===== config.mk =====
export PLATFORM = sky130hd
export DESIGN_NAME = uart_tx_frame
export DESIGN_NICKNAME = d
export VERILOG_FILES = /design/src/rtl/uart_tx_frame.sv
export SDC_FILE = /design/constraint.sdc
export NUM_CORES = 1
export LEC_CHECK = 0
export BUFFER_PORTS_ARGS = -buffer_cell sky130_fd_sc_hd__buf_2
export CORE_UTILIZATION = 30
export DETAILED_ROUTE_END_ITERATION = 10
export PLACE_DENSITY_LB_ADDON = 0.12
export SYNTH_ARGS = -nofsm -noshare
export SYNTH_HDL_FRONTEND = slang
export SYNTH_SLANG_ARGS = --single-unit

===== constraint.sdc =====
create_clock -name clk -period 4.26 [get_ports clk]
set_clock_uncertainty 0.15 [all_clocks]
set_input_delay 0.852 -clock clk [delete_from_list [all_inputs] [get_ports clk]]
set_output_delay 0.852 -clock clk [all_outputs]
set_load 0.005 [all_outputs]

===== src/rtl/uart_tx_frame.sv =====
// rtl/uart_tx_frame.sv - parametrised UART transmitter with valid/ready byte intake
module uart_tx_frame #(
  parameter int CLOCK_FREQUENCY = 27000000,
  parameter int BAUD_RATE       = 115200,
  parameter int DATA_BITS       = 8,
  parameter int PARITY          = 0,
  parameter int STOP_BITS       = 1
) (
  input  logic                 clk,
  input  logic                 rst,
  input  logic [DATA_BITS-1:0] data,
  input  logic                 valid,
  output logic                 ready,
  output logic                 tx,
  output logic                 busy
);

  localparam int BAUD_DIVISOR = CLOCK_FREQUENCY / BAUD_RATE;
  localparam int CNT_W        = (BAUD_DIVISOR > 1) ? $clog2(BAUD_DIVISOR) : 1;
  localparam int SH_W         = DATA_BITS + 1;
  localparam logic [CNT_W-1:0] CNT_MAX   = CNT_W'(BAUD_DIVISOR - 1);
  localparam logic [3:0]       DATA_LAST = 4'(DATA_BITS - 1);
  localparam logic [3:0]       STOP_LAST = 4'(STOP_BITS - 1);

  generate
    if (BAUD_DIVISOR < 2) begin : g_bad_divisor
      $error("uart_tx_frame: BAUD_DIVISOR must be at least 2");
    end
    if (DATA_BITS < 5 || DATA_BITS > 9) begin : g_bad_data_bits
      $error("uart_tx_frame: DATA_BITS must be 5..9");
    end
    if (PARITY < 0 || PARITY > 2) begin : g_bad_parity
      $error("uart_tx_frame: PARITY must be 0, 1 or 2");
    end
    if (STOP_BITS != 1 && STOP_BITS != 2) begin : g_bad_stop_bits
      $error("uart_tx_frame: STOP_BITS must be 1 or 2");
    end
  endgenerate

  typedef enum logic [2:0] {S_IDLE, S_START, S_DATA, S_PAR, S_STOP} state_t;

  state_t            state_q, state_d;
  logic [CNT_W-1:0]  baud_cnt_q, baud_cnt_d;
  logic [3:0]        bit_cnt_q, bit_cnt_d;
  logic [SH_W-1:0]   shreg_q, shreg_d;
  logic              tx_q, tx_d;
  logic              busy_q, busy_d;
  logic              ready_c;
  logic              par_bit;
  logic              tick;

  always_comb begin
    if (PARITY == 1)      par_bit = ~^data;
    else if (PARITY == 2) par_bit = ^data;
    else                  par_bit = 1'b1;
  end

  assign tick = (baud_cnt_q == CNT_MAX);

  always_comb begin
    state_d    = state_q;
    baud_cnt_d = baud_cnt_q;
    bit_cnt_d  = bit_cnt_q;
    shreg_d    = shreg_q;
    tx_d       = tx_q;
    busy_d     = busy_q;
    ready_c    = 1'b0;
    if (state_q != S_IDLE) baud_cnt_d = tick ? '0 : baud_cnt_q + 1'b1;
    // tx_d is the level for the next clock, so each branch sets up the bit being entered
    case (state_q)
      S_IDLE: begin
        ready_c = 1'b1;
        tx_d    = 1'b1;
        if (valid) begin
          state_d    = S_START;
          tx_d       = 1'b0;
          busy_d     = 1'b1;
          shreg_d    = {par_bit, data};
          baud_cnt_d = '0;
          bit_cnt_d  = '0;
        end
      end
      S_START: begin
        if (tick) begin
          state_d   = S_DATA;
          tx_d      = shreg_q[0];
          shreg_d   = {1'b1, shreg_q[SH_W-1:1]};
          bit_cnt_d = '0;
        end
      end
      S_DATA: begin
        if (tick) begin
          if (bit_cnt_q != DATA_LAST) begin
            bit_cnt_d = bit_cnt_q + 4'd1;
            tx_d      = shreg_q[0];
            shreg_d   = {1'b1, shreg_q[SH_W-1:1]};
          end else if (PARITY != 0) begin
            state_d = S_PAR;
            tx_d    = shreg_q[0];
            shreg_d = {1'b1, shreg_q[SH_W-1:1]};
          end else begin
            state_d   = S_STOP;
            tx_d      = 1'b1;
            bit_cnt_d = '0;
          end
        end
      end
      S_PAR: begin
        if (tick) begin
          state_d   = S_STOP;
          tx_d      = 1'b1;
          bit_cnt_d = '0;
        end
      end
      S_STOP: begin
        if (tick && bit_cnt_q == STOP_LAST) begin
          ready_c = 1'b1;
          if (valid) begin
            state_d   = S_START;
            tx_d      = 1'b0;
            shreg_d   = {par_bit, data};
            bit_cnt_d = '0;
          end else begin
            state_d = S_IDLE;
            tx_d    = 1'b1;
            busy_d  = 1'b0;
          end
        end else if (tick) begin
          bit_cnt_d = bit_cnt_q + 4'd1;
        end
      end
      default: begin
        state_d = S_IDLE;
        tx_d    = 1'b1;
        busy_d  = 1'b0;
      end
    endcase
  end

  always_ff @(posedge clk) begin
    if (rst) begin
      state_q    <= S_IDLE;
      baud_cnt_q <= '0;
      bit_cnt_q  <= '0;
      shreg_q    <= '1;
      tx_q       <= 1'b1;
      busy_q     <= 1'b0;
    end else begin
      state_q    <= state_d;
      baud_cnt_q <= baud_cnt_d;
      bit_cnt_q  <= bit_cnt_d;
      shreg_q    <= shreg_d;
      tx_q       <= tx_d;
      busy_q     <= busy_d;
    end
  end

  assign ready = ready_c & ~rst;
  assign tx    = tx_q;
  assign busy  = busy_q;

endmodule

==> impl_metrics.toml <==
[pwr]
peakVddDrop_mv = 0.197
power_uw = 921
p_leak_uw = 0.000578
powerDensity_mw_per_mm2 = 569

[finish]
nFillCells = 512
ff_latch_area_sq_um = 500
fin_nets = 197
drive_gt1_frac = 0.144
area_growth_pct = 9.75
num_antenna_cells = 0
multi_input_area_sq_um = 906

[route]
dr_wl_met3_um = 73
viasPerCell = 5.32
dr.first_iter.drc_count = 96
drt_wl_total_um = 3320
drc_errors = 0
num_vias = 1319
wl_per_cell_um = 13.4
dr_wl_met2_um = 1570
drtAntennaViolNets = 0
met1Wirelength_um = 1610
dr.pass1.iters = 4
top_layer = "met4"

[synthesis]
ys_seq_elements = 25
synth.cell_area_sq_mm = 0.00148
synthFlopType = "dfxtp_1"
synth.avg_cell_area_sq_um = 8.53
synth_cell_types = 48
syn_nets = 188
ys_seq_area_frac = 0.339
synth_commonest_cells = "25 x dfxtp_1, 24 x nor2_1, 12 x a21oi_1, 9 x nand3_1, 9 x o21ai_0"
ys_top_cells_by_area = "dfxtp_1 34%, nor2_1 6.1%, mux2i_1 5.4%"
synth.top_cell.area_share = 0.339
synth_most_common_cell = "dfxtp_1"
ys_warn_count = 0
netlist_instances = 173
yosys.area.top_type = "dfxtp_1"
async_reset_ff_frac = 0
synth_edf_count = 0

[sta]
worstMarginPinSlew_ps = 923
tns_ps = 0
fin_crit_ps = 3080
drv_slew = 0
relSlewSlack = 0.385
rsz0062_at_grt = "no"
fmax_mhz = 325
period_share = 0.722
hold_violations = 0
setup_viol = 0

[clock_network]
cts_tree = "done"
cts_hold_buffers = 0
postCtsSetupBuffers = 0
ctsResizeCount = 0
htree_levels = 1
cts_root_buf = "clkbuf_8"
clk_pin_slew_ps = 90
insertion_delay_ps = 270
cts_buffers = 3
cts_num_sinks = 25
clk_path_buf_depth = 2

[setup_path]
cp.arrival_ps = 2070
worst-path-stages = 6
crit_type = "reg2out"
critPathTopFamily = "simple AND/OR/NAND/NOR gates"
r2r_cells = 5
slowest_stage = "or3_4"
r2r_slack_ps = 1880
cp.required_ps = 3260
critPathCaptureType = "primary output"
startpoint_type = "flop"
cp_num_buf_inv = 2
cpPeakStageDelay_ps = 440
cp_max_fo = 5
worstPathCellList = "inv_1, ha_1, or3b_4, or3_4, a211oi_1, buf_2"

[grt]
grt_pass1_vias = 1282
grt.overflow.total = 0
grt_max_degree = 28
grt_first_pass_wirelength_um = 5870
grt.total_usage = 0.143
antenna_found_initial = 0

[floorplanning]
pin_count = 14
core_area_sq_mm = 0.00472
rows = 25
start_util = 0.312
die_area_sq_mm = 0.00520
die_h_um = 72.1
dieWidth_um = 72.1

[placed_design]
post-dp-hpwl_um = 2420
io_buffer_count = 13
gp_congestion = 0.791

[worst_hold_path]
hp-class = "reg2reg"
hold_path_depth = 1

[job]
drv_cap = 0

[status]
outcome = "complete, no violations"
report_power, final:
part	switching, uW	total (uW)	internal (uW)	leakage (uW)
Combinational	249	439	190	0.000350
Clock	79.9	147	67.0	0.0000228
Sequential	50.5	334	284	0.000205
kinds of logic (layout without fill, tap and decap cells):
kind of cell | after synthesis | in the layout | synth area share
buffers and inverters | 14 | 22 | 0.0467
multiplexers | 10 | 10 | 0.0696
XOR/XNOR | 1 | 1 | 0.00594
AND/OR/NAND/NOR | 71 | 71 | 0.265
adder cells (fa/ha/maj) | 4 | 4 | 0.0339
AO/OA/AOI/OAI | 48 | 48 | 0.240
flip-flops | 25 | 25 | 0.339
state kept, by name, indices dropped and copies added (netlist names):
register / flops
baud_cnt_q: 8
tx: 1
shreg_q: 8
state_q: 3
bit_cnt_q: 4
busy: 1
final timing paths:
| kind | startpoint | end |
|---|---|---|
| setup reg to reg | state_q[2]$_SDFFE_PP0P_ | shreg_q[0]$_SDFFE_PP1P_ |
| hold reg to reg | shreg_q[1]$_SDFFE_PP1P_ | shreg_q[1]$_SDFFE_PP1P_ |
| hold / removal | shreg_q[1]$_SDFFE_PP1P_ | shreg_q[1]$_SDFFE_PP1P_ |
| setup / recovery | bit_cnt_q[0]$_SDFFE_PP0P_ | ready |
through the flow:
| stage | hold WS [ps] | cells | worst slack, ps | utilization | instance area, sq um |
|---|---|---|---|---|---|
| 3_3_place_gp | 292 | 244 | 1520 | 0.333 | 1570 |
| 5_1_grt | 350 | 248 | 1090 | 0.343 | 1620 |
| 3_5_place_dp | 299 | 244 | 1490 | 0.333 | 1570 |
| 4_1_cts | 322 | 248 | 1170 | 0.343 | 1620 |
| 6_report | 317 | 248 | 1180 | 0.343 | 1620 |
| 2_1_floorplan | 285 | 173 | 1670 | - | 1480 |
worst reg2reg max path, delay by kind of cell, from the launching register on:
family	cells	cell delay, ps
simple gates	1	110
flops	1	700
buf+inv	1	290
compound gates	2	660
mux	1	360
final cells by class:
type / instances / area share
clock buffer: 4 / 0.0278
sequential: 25 / 0.309
inverter: 5 / 0.0116
tap: 67 / 0.0518
timing repair buffer: 13 / 0.0402
multi-input combinational: 134 / 0.560
routing by layer:
| metal | GRT usage | up-vias |
|---|---|---|
| met2 | 0.242 | 22 |
| met4 | 0.0675 | 0 |
| met3 | 0.0264 | 8 |
| met5 | 0 | - |
| li1 | - | 657 |
| met1 | 0.176 | 632 |
layout by cell type, fill, tap and decap left out, types with 2 or more instances in the layout:
master / Yosys / final
a2111oi_0: 2 / 2
a211o_1: 7 / 7
a211oi_1: 2 / 2
a21oi_1: 12 / 12
and3_1: 2 / 2
buf_2: 4 / 13
clkbuf_8: 0 / 3
dfxtp_1: 25 / 25
ha_1: 4 / 4
inv_1: 5 / 5
mux2_2: 2 / 2
mux2i_1: 8 / 8
nand2_1: 6 / 6
nand3_1: 9 / 9
nand3b_1: 5 / 5
nor2_1: 24 / 24
nor2b_1: 3 / 3
nor3_1: 6 / 6
nor3b_1: 4 / 4
o211ai_1: 2 / 2
o21ai_0: 9 / 9
o21bai_1: 2 / 2
or3_1: 2 / 2
(Power assumes the default switching activity.)
